**config.mk**
```make
export PLATFORM = sky130hd
export DESIGN_NAME = pc_sequencer_flat
export DESIGN_NICKNAME = d
export VERILOG_FILES = /design/src/rtl/pc_sequencer_if.sv /design/src/rtl/pc_sequencer.sv /design/src/flat_wrapper.sv
export SDC_FILE = /design/constraint.sdc
export NUM_CORES = 1
export LEC_CHECK = 0
export ABC_AREA = 1
export CORE_UTILIZATION = 45
export CTS_CLUSTER_DIAMETER = 120
export DETAILED_ROUTE_END_ITERATION = 10
export DONT_BUFFER_PORTS = 1
export GPL_TIMING_DRIVEN = 0
export PLACE_DENSITY = 0.59
export REMOVE_ABC_BUFFERS = 1
export SLEW_MARGIN = 40
export SYNTH_ARGS = -nofsm -noshare
export SYNTH_HDL_FRONTEND = slang
export SYNTH_SLANG_ARGS = --single-unit
```
**constraint.sdc**
```tcl
create_clock -name clk -period 2 [get_ports clk]
set_input_delay 0.3 -clock clk [delete_from_list [all_inputs] [get_ports clk]]
set_output_delay 0.3 -clock clk [all_outputs]
set_load 0.02 [all_outputs]
```
**src/rtl/pc_sequencer_if.sv**
```systemverilog
// Bundle of PC-register, instruction-fetch and execute-redirect signals around pc_sequencer.
// The master modport is the sequencer's view; the slave modport is the surrounding core's view.
interface pc_sequencer_if;
  logic [31:0] i_pc_cur;
  logic [31:0] o_pc_next;
  logic        o_pc_ena;
  logic        o_imem_req;
  logic [31:0] o_imem_addr;
  logic        i_imem_ack;
  logic        i_exec_valid;
  logic        i_br_taken;
  logic [31:0] i_br_target;
  logic        i_jump;
  logic [31:0] i_jump_target;
  logic        i_jr;
  logic [31:0] i_jr_target;
  logic        i_exc;
  logic        i_eret;
  logic [31:0] i_epc;
  logic        i_stall;
  logic        o_busy;
  logic        o_fetch_err;
  logic        o_addr_err;

  modport master (
    input  i_pc_cur, i_imem_ack, i_exec_valid,
    input  i_br_taken, i_br_target, i_jump, i_jump_target,
    input  i_jr, i_jr_target, i_exc, i_eret, i_epc, i_stall,
    output o_pc_next, o_pc_ena, o_imem_req, o_imem_addr,
    output o_busy, o_fetch_err, o_addr_err
  );

  modport slave (
    output i_pc_cur, i_imem_ack, i_exec_valid,
    output i_br_taken, i_br_target, i_jump, i_jump_target,
    output i_jr, i_jr_target, i_exc, i_eret, i_epc, i_stall,
    input  o_pc_next, o_pc_ena, o_imem_req, o_imem_addr,
    input  o_busy, o_fetch_err, o_addr_err
  );
endinterface

```
**src/rtl/pc_sequencer.sv**
```systemverilog
// Multi-cycle fetch/next-PC controller: BOOT -> FETCH -> EXEC -> UPDATE -> FETCH ...
// Drives the PC register load, the imem fetch handshake and next-PC selection.
module pc_sequencer #(
  parameter logic [31:0] RESET_VECTOR  = 32'h0040_0000,
  parameter logic [31:0] EXC_VECTOR    = 32'h0040_0004,
  parameter int unsigned FETCH_TIMEOUT = 15
) (
  input  logic           clk,
  input  logic           rst_n,
  pc_sequencer_if.master bus
);

  typedef enum logic [1:0] {
    ST_BOOT   = 2'd0,
    ST_FETCH  = 2'd1,
    ST_EXEC   = 2'd2,
    ST_UPDATE = 2'd3
  } state_t;

  localparam logic [3:0] TIMEOUT_LAST = 4'(FETCH_TIMEOUT - 1);

  state_t      r_state;
  state_t      w_state_next;
  logic [31:0] r_pc_next;
  logic [3:0]  r_wait_cnt;
  logic        r_fetch_err;
  logic        r_addr_err;

  logic        w_timeout;
  logic [31:0] w_pc_plus4;
  logic [31:0] w_sel_target;
  logic        w_sel_is_exc;
  logic        w_misaligned;
  logic        w_pc_ena;
  logic        w_imem_req;
  logic        w_busy;
  logic [31:0] w_imem_addr;

  assign w_pc_plus4 = bus.i_pc_cur + 32'd4;

  // The counter holds the number of ack-less FETCH cycles already spent.
  assign w_timeout = (r_state == ST_FETCH) && !bus.i_imem_ack &&
                     (r_wait_cnt == TIMEOUT_LAST);

  always_comb begin
    w_sel_target = w_pc_plus4;
    w_sel_is_exc = 1'b0;
    if (bus.i_exc) begin
      w_sel_target = EXC_VECTOR;
      w_sel_is_exc = 1'b1;
    end else if (bus.i_eret) begin
      w_sel_target = bus.i_epc;
    end else if (bus.i_jr) begin
      w_sel_target = bus.i_jr_target;
    end else if (bus.i_jump) begin
      w_sel_target = bus.i_jump_target;
    end else if (bus.i_br_taken) begin
      w_sel_target = bus.i_br_target;
    end
    w_misaligned = !w_sel_is_exc && (w_sel_target[1:0] != 2'b00);
  end

  always_ff @(posedge clk or negedge rst_n) begin
    if (!rst_n) begin
      r_state <= ST_BOOT;
    end else begin
      r_state <= w_state_next;
    end
  end

  always_comb begin
    w_state_next = r_state;
    w_pc_ena     = 1'b0;
    w_imem_req   = 1'b0;
    w_busy       = 1'b0;
    w_imem_addr  = 32'd0;
    case (r_state)
      ST_BOOT: begin
        // Held low while reset is asserted so no load happens before release.
        w_pc_ena     = rst_n;
        w_state_next = ST_FETCH;
      end
      ST_FETCH: begin
        w_imem_req  = 1'b1;
        w_busy      = 1'b1;
        w_imem_addr = bus.i_pc_cur;
        if (bus.i_imem_ack) begin
          w_state_next = ST_EXEC;
        end else if (w_timeout) begin
          w_state_next = ST_UPDATE;
        end
      end
      ST_EXEC: begin
        w_busy = 1'b1;
        if (bus.i_exec_valid) begin
          w_state_next = ST_UPDATE;
        end
      end
      ST_UPDATE: begin
        w_pc_ena = !bus.i_stall;
        if (!bus.i_stall) begin
          w_state_next = ST_FETCH;
        end
      end
      default: begin
        w_state_next = ST_BOOT;
      end
    endcase
  end

  always_ff @(posedge clk or negedge rst_n) begin
    if (!rst_n) begin
      r_pc_next   <= RESET_VECTOR;
      r_wait_cnt  <= 4'd0;
      r_fetch_err <= 1'b0;
      r_addr_err  <= 1'b0;
    end else begin
      r_fetch_err <= w_timeout;
      r_addr_err  <= 1'b0;
      if (r_state == ST_FETCH) begin
        if (!bus.i_imem_ack) begin
          r_wait_cnt <= r_wait_cnt + 4'd1;
        end
      end else begin
        r_wait_cnt <= 4'd0;
      end
      if (w_timeout) begin
        r_pc_next <= EXC_VECTOR;
      end
      if ((r_state == ST_EXEC) && bus.i_exec_valid) begin
        r_pc_next  <= w_misaligned ? EXC_VECTOR : w_sel_target;
        r_addr_err <= w_misaligned;
      end
    end
  end

  assign bus.o_pc_next   = r_pc_next;
  assign bus.o_pc_ena    = w_pc_ena;
  assign bus.o_imem_req  = w_imem_req;
  assign bus.o_imem_addr = w_imem_addr;
  assign bus.o_busy      = w_busy;
  assign bus.o_fetch_err = r_fetch_err;
  assign bus.o_addr_err  = r_addr_err;

endmodule

```
**src/flat_wrapper.sv**
```systemverilog
// flat-port wrapper written by rule: the top's interface ports become plain ports
module pc_sequencer_flat 
#(
  parameter logic [31:0] RESET_VECTOR  = 32'h0040_0000,
  parameter logic [31:0] EXC_VECTOR    = 32'h0040_0004,
  parameter int unsigned FETCH_TIMEOUT = 15
)
  (clk, rst_n, bus_i_pc_cur, bus_i_imem_ack, bus_i_exec_valid, bus_i_br_taken, bus_i_br_target, bus_i_jump, bus_i_jump_target, bus_i_jr, bus_i_jr_target, bus_i_exc, bus_i_eret, bus_i_epc, bus_i_stall, bus_o_pc_next, bus_o_pc_ena, bus_o_imem_req, bus_o_imem_addr, bus_o_busy, bus_o_fetch_err, bus_o_addr_err);
  pc_sequencer_if bus_i ();
  input  logic clk;
  input  logic rst_n;
  input wire logic [$bits(bus_i.i_pc_cur)-1:0] bus_i_pc_cur;
  input wire logic [$bits(bus_i.i_imem_ack)-1:0] bus_i_imem_ack;
  input wire logic [$bits(bus_i.i_exec_valid)-1:0] bus_i_exec_valid;
  input wire logic [$bits(bus_i.i_br_taken)-1:0] bus_i_br_taken;
  input wire logic [$bits(bus_i.i_br_target)-1:0] bus_i_br_target;
  input wire logic [$bits(bus_i.i_jump)-1:0] bus_i_jump;
  input wire logic [$bits(bus_i.i_jump_target)-1:0] bus_i_jump_target;
  input wire logic [$bits(bus_i.i_jr)-1:0] bus_i_jr;
  input wire logic [$bits(bus_i.i_jr_target)-1:0] bus_i_jr_target;
  input wire logic [$bits(bus_i.i_exc)-1:0] bus_i_exc;
  input wire logic [$bits(bus_i.i_eret)-1:0] bus_i_eret;
  input wire logic [$bits(bus_i.i_epc)-1:0] bus_i_epc;
  input wire logic [$bits(bus_i.i_stall)-1:0] bus_i_stall;
  output wire logic [$bits(bus_i.o_pc_next)-1:0] bus_o_pc_next;
  output wire logic [$bits(bus_i.o_pc_ena)-1:0] bus_o_pc_ena;
  output wire logic [$bits(bus_i.o_imem_req)-1:0] bus_o_imem_req;
  output wire logic [$bits(bus_i.o_imem_addr)-1:0] bus_o_imem_addr;
  output wire logic [$bits(bus_i.o_busy)-1:0] bus_o_busy;
  output wire logic [$bits(bus_i.o_fetch_err)-1:0] bus_o_fetch_err;
  output wire logic [$bits(bus_i.o_addr_err)-1:0] bus_o_addr_err;
  assign bus_i.i_pc_cur = bus_i_pc_cur;
  assign bus_i.i_imem_ack = bus_i_imem_ack;
  assign bus_i.i_exec_valid = bus_i_exec_valid;
  assign bus_i.i_br_taken = bus_i_br_taken;
  assign bus_i.i_br_target = bus_i_br_target;
  assign bus_i.i_jump = bus_i_jump;
  assign bus_i.i_jump_target = bus_i_jump_target;
  assign bus_i.i_jr = bus_i_jr;
  assign bus_i.i_jr_target = bus_i_jr_target;
  assign bus_i.i_exc = bus_i_exc;
  assign bus_i.i_eret = bus_i_eret;
  assign bus_i.i_epc = bus_i_epc;
  assign bus_i.i_stall = bus_i_stall;
  assign bus_o_pc_next = bus_i.o_pc_next;
  assign bus_o_pc_ena = bus_i.o_pc_ena;
  assign bus_o_imem_req = bus_i.o_imem_req;
  assign bus_o_imem_addr = bus_i.o_imem_addr;
  assign bus_o_busy = bus_i.o_busy;
  assign bus_o_fetch_err = bus_i.o_fetch_err;
  assign bus_o_addr_err = bus_i.o_addr_err;
  pc_sequencer #(.RESET_VECTOR(RESET_VECTOR), .EXC_VECTOR(EXC_VECTOR), .FETCH_TIMEOUT(FETCH_TIMEOUT)) u_core (.clk(clk), .rst_n(rst_n), .bus(bus_i));
endmodule
```
==> results of run 1 <==
## logic make-up (layout without fill, tap and decap cells)
| kind of cell | Yosys count | in the layout | synth area share (%) |
|---|---|---|---|
| and+or+nand+nor | 494 | 495 | 48.5 |
| DFF | 40 | 40 | 24.3 |
| AOI/OAI and AO/OA | 100 | 100 | 13.1 |
| adders and majority gates | 7 | 7 | 2.13 |
| buffers and inverters | 118 | 98 | 11.4 |
| other | 0 | 1 | 0 |
| xor gates and xnor gates | 3 | 3 | 0.638 |
## registers in the layout (all words and copies together), names as in the netlist
signal                  cells
u_core.bus.o_addr_err       1
u_core.bus.o_fetch_err      1
u_core.bus.o_pc_next       32
u_core.r_state              2
u_core.r_wait_cnt           4
## power breakdown
part           internal (mW)  switching [mW]  total (mW)  leakage (nW)
Sequential              1.12           0.578        1.69         0.527
Combinational          0.510            1.22        1.73          1.75
Clock                  0.244           0.311       0.555        0.0479
Total                   1.87            2.11        3.98          2.32
## area by class of cell
class	instances	share of cell area [%]
Multi-Input combinational cell	605	62.5
Sequential cell	40	23.3
Inverter	84	7.46
Tap cell	108	3.15
Clock buffer	5	1.60
Timing Repair Buffer	6	1.43
Clock inverter	3	0.437
Antenna cell	1	0.0583
## cells in the final DEF, fill, tap and decap left out, types with 4 or more instances in the layout
cell,synthesis,layout
inv_1,69,69
nand2_1,289,289
nand3_1,42,42
o211ai_1,5,5
nor2_2,15,15
inv_2,15,14
or2_1,4,4
o21ai_0,13,13
o21bai_1,5,5
ha_1,7,6
a21oi_1,58,57
clkbuf_8,0,5
o21ai_1,15,15
nor2_1,131,130
dfrtp_1,39,39
## final timing paths
path	end	slack, ns	cells past startpoint
min in group asynchronous	u_core.bus.o_pc_next[25]	0.45	2
max in group asynchronous	u_core.bus.o_pc_next[22]	1.28	2
hold / removal	u_core.bus.o_fetch_err	0.17	3
setup / recovery	bus_o_pc_ena	0.11	3
setup reg to reg	u_core.bus.o_pc_next[14]	0.16	11
hold reg to reg	u_core.r_wait_cnt[3]	0.47	1
## metal layers
metal	global-route usage (%)	up-vias	share of wire [%]
met1	36.9	2117	41
li1	-	2317	-
met3	5.83	30	7.7
met2	54.2	210	48
met5	0	-	0
met4	8.39	0	2.9
## critical path: stages (launching register included)
cell     delay [ns]
dfrtp_1        0.43
inv_1          0.11
ha_1           0.44
a21oi_2        0.32
## timing repair
action,4_1_cts,5_1_grt
buffers inserted,3,1
cloned,0,1
hold endpoints to repair,40,0
hold buffers,2,0
resized for setup,3,4
setup endpoints to repair,65,29
pin swaps,0,1
## per-stage QoR
step           hold WS (ns)  setup TNS, ns  area, µm²  setup WS (ns)
2_1_floorplan       0.00441          -6.04       3970         -0.228
3_3_place_gp        0.00561         -29.22       4100         -0.770
3_5_place_dp        0.00566         -11.42       4110         -0.420
4_1_cts               0.176              0       4270         0.0828
5_1_grt               0.185              0       4290        0.00557
6_report              0.174              0       4290          0.112
==> out/metrics.cfg, run 1 <==
[worst_setup_path]
worstPathArrival_ns = 1.59
cp.required_ns = 1.70
end_kind = output pin
timing.rr.start = u_core.r_state[1]
worstPathMaxFanout = 3
critPathKind = reg2out
startpoint_type = flip-flop
startpoint = u_core.r_state[0]

[route]
drc = 36
dr.pass1.iters = 8
ant_nets = 0
vias_per_cell = 5.49
drtIter0Drc = 252
drt_wl_total_mm = 14.8
wire_per_inst_um = 17.4
vias = 4674

[sta]
hold_violations = 0
fin_crit_sh_pct = 94.4
rsz0062_at_grt = no
clock.fmax_ghz = 0.530
skew_ns = 0.0102
max_slew_margin_pct = 56.4
worstMarginPinSlew_ns = 0.654
finalSetupViolCount = 0
min_period_ns = 1.89
slew_violations = 0

[global_route]
grt.overflow.total = 0
antenna_found_initial = 1
grt_pass1_vias = 4291
grt_max_degree = 52
grt_usage_pct = 30.3
grt_pass1_wl_mm = 22.7

[clock_tree]
h-tree-depth = 2
cts_buffers = 5
clk_latency_ns = 0.29
ctsLongestPathBuffers = 2
clockRootBuffer = clkbuf_8
tritoncts = built
clk_pin_slew_ns = 0.09
clock-sinks = 40

[logic_synthesis]
synth_ff_type = dfrtp_1
synth-seq-area-share_pct = 24.3
synthTopCellsByArea = nand2_1, dfrtp_1, nor2_1
synth.top_cell.area_share_pct = 26.3
synth-seq-cells = 40
synth.most_common_cell = nand2_1
synth_area_leader_cell = nand2_1
syn_area_um2 = 4120
synth_cells = 762
ys_types = 33
synth_edf_count = 0
ys_top_cells_by_count = nand2_1, nor2_1, inv_1, a21oi_1, nand3_1
async_reset_ff_share_pct = 100
ys.warnings.count = 0
syn_area_per_cell_um2 = 5.41

[final_layout]
final_nets = 919
drive_gt1_share_pct = 7.40
utilization_pct = 48.8
stdcell_count = 852
seq_area_um2 = 1000
multi_input_area_um2 = 2690
syn2layout_area_growth_pct = 4.22
nFillCells = 993

[floorplan]
num_rows = 34
ioPinCount = 239
die_area_um2 = 9540
start_util_pct = 46.8
die_y_um = 97.7
die_w_um = 97.7
core_area_um2 = 8810

[pwr]
p_total_mw = 3.98
p_per_area_nw_per_um2 = 927
leakage_nw = 2.32
vdd_ir_drop_max_mv = 0.395

[placed_design]
globalplace.congestion = 0.903
io_buffers = 0
dp_hpwl_mm = 10.6
dp_cells = 836

[run]
cap_violations = 0

[outcome]
violations = DRC
status = finished, violations left

[worst_hold_path]
worstHoldPathType = in2reg
hold_start = bus_i_imem_ack

Note: power is estimated with default switching activity, not from simulation.
==> run 2, diff against run 1 <==
--- a/config.mk
+++ b/config.mk
@@ -6,6 +6,7 @@
 export NUM_CORES = 1
 export LEC_CHECK = 0
 export ABC_AREA = 1
+export CORE_ASPECT_RATIO = 0.9
 export CORE_UTILIZATION = 45
 export CTS_CLUSTER_DIAMETER = 120
 export DETAILED_ROUTE_END_ITERATION = 10
==> out/metrics.cfg, run 2 (synthesized netlist as in run 1, its figures left out) <==
[global_route]
antenna_found_initial = 0  ; -1
grt_pass1_wl_mm = 21.7  ; -4.2%
grt_usage_pct = 30.3  ; -0.049 points
grt_max_degree = 52  ; unchanged
grt.overflow.total = 0  ; unchanged
grt_pass1_vias = 4084  ; -4.8%

[clock_tree]
clk_pin_slew_ns = 0.08  ; about the same
clock-sinks = 40  ; unchanged
cts_buffers = 5  ; unchanged
clockRootBuffer = clkbuf_8
clk_latency_ns = 0.30  ; about the same
h-tree-depth = 2  ; unchanged
tritoncts = built
ctsLongestPathBuffers = 2  ; unchanged

[final_layout]
stdcell_count = 861  ; +1.1%
syn2layout_area_growth_pct = 5.16
final_nets = 918  ; -0.11%
largest_reg_flops = 32  ; unchanged
final_common_cell = nand2_1
most-common-layout-cells = nand2_1, nor2_1, inv_1, a21oi_1, nand3_1
insertedDiodeCount = 0  ; -1
drive_gt1_share_pct = 7.28  ; -0.12 points

[run]
cap_violations = 0  ; unchanged

[route]
drtIter0Drc = 226  ; -10%
ant_nets = 0  ; unchanged
dr.pass1.iters = 5  ; -3
drc = 0  ; -100%
wire_per_inst_um = 17.5  ; +0.68%
vias_per_cell = 5.34  ; -2.7%
vias = 4597  ; -1.6%
drt_wl_total_mm = 15.1  ; +1.7%

[floorplan]
core_area_um2 = 8730  ; -0.88%
die_y_um = 92.8  ; -5.0%
num_rows = 32  ; -5.9%
start_util_pct = 47.2  ; +0.42 points
die_w_um = 103  ; +5.3%
die_area_um2 = 9540  ; about the same
ioPinCount = 239  ; unchanged

[placed_design]
dp_hpwl_mm = 11.1  ; +4.3%
io_buffers = 0  ; unchanged
globalplace.congestion = 0.918  ; +1.7%
dp_cells = 847  ; +1.3%

[sta]
hold_violations = 0  ; unchanged
worstMarginPinSlew_ns = 0.659  ; +0.00559 ns
finalSetupViolCount = 0  ; unchanged
fin_crit_sh_pct = 95.4  ; +1.0 points
max_slew_margin_pct = 56.0  ; -0.37 points
slew_violations = 0  ; unchanged
setup_tns_ns = 0  ; unchanged
skew_ns = 0.00723  ; -0.00292 ns
min_period_ns = 1.91  ; +0.0203 ns
clock.fmax_ghz = 0.524  ; -1.1%
worst_hold_slack_ns = 0.167  ; -0.00713 ns

[worst_setup_path]
end_kind = output pin
worstPathMaxFanout = 7  ; +4
startpoint_type = flip-flop
startpoint = u_core.r_state[1]
worstPathArrival_ns = 1.61  ; +0.02 ns
cp.required_ns = 1.70  ; about the same
timing.rr.start = u_core.r_state[1]
critPathKind = reg2out
reg2reg_depth = 11  ; unchanged

[worst_hold_path]
worstHoldPathType = in2reg
hold_start = bus_i_imem_ack
whs_path_depth = 3  ; unchanged

[outcome]
status = finished, final reports clean

[pwr]
vdd_ir_drop_max_mv = 0.455  ; +15%
p_per_area_nw_per_um2 = 967  ; +4.3%
p_total_mw = 4.19  ; +5.3%
leakage_nw = 2.33  ; +0.37%

run 2: final cells by class:
type	count	area (µm²)
fill	1015	4400
clock buffer	7	96.3
tap	119	149
inverter	84	320
clock inverter	1	30.0
multi-input combinational	604	2670
timing repair buffer	6	61.3
sequential	40	1000
run 2: path summary, 6_finish.rpt:
check                                      endpoint  slack, ns
setup / recovery                bus_o_imem_addr[15]       0.09
hold / removal               u_core.bus.o_fetch_err       0.17
setup reg to reg            u_core.bus.o_pc_next[7]       0.16
hold reg to reg                u_core.r_wait_cnt[3]       0.47
max in group asynchronous  u_core.bus.o_pc_next[22]       1.29
min in group asynchronous   u_core.bus.o_pc_next[0]       0.46
run 2: repair_timing:
action / in CTS / in global routing
resized for setup: 3 / 3
setup buffers: 2 / 2
hold endpoints to repair: 40 / 0
setup endpoints to repair: 64 / 33
hold buffers: 2 / 0
run 2: power by group:
group	leakage [nW]	internal, mW	switching [mW]
clock	0.0645	0.440	0.289
sequential	0.527	1.12	0.588
combinational	1.74	0.510	1.25
run 2: critical path: stages (launching register included):
cell,delay (ns)
dfrtp_1,0.42
inv_1,0.12
ha_4,0.27
clkbuf_4,0.26
nand2_1,0.08
inv_1,0.15
run 2: per-stage QoR:
stage | area, µm² | worst slack, ns | utilization [%]
after floorplan | 3970 | -0.228 | -
after global placement | 4120 | -0.751 | 47.2
after detailed placement | 4120 | -0.412 | 47.2
after CTS | 4310 | 0.0564 | 49.4
after global routing | 4330 | -0.00249 | 49.6
final | 4330 | 0.0919 | 49.6
run 2: per-layer routing:
metal	track usage (%)	wire length, µm
met1	39.7	6380
met2	51.0	7120
met3	4.68	1260
met4	8.92	350
met5	0	0
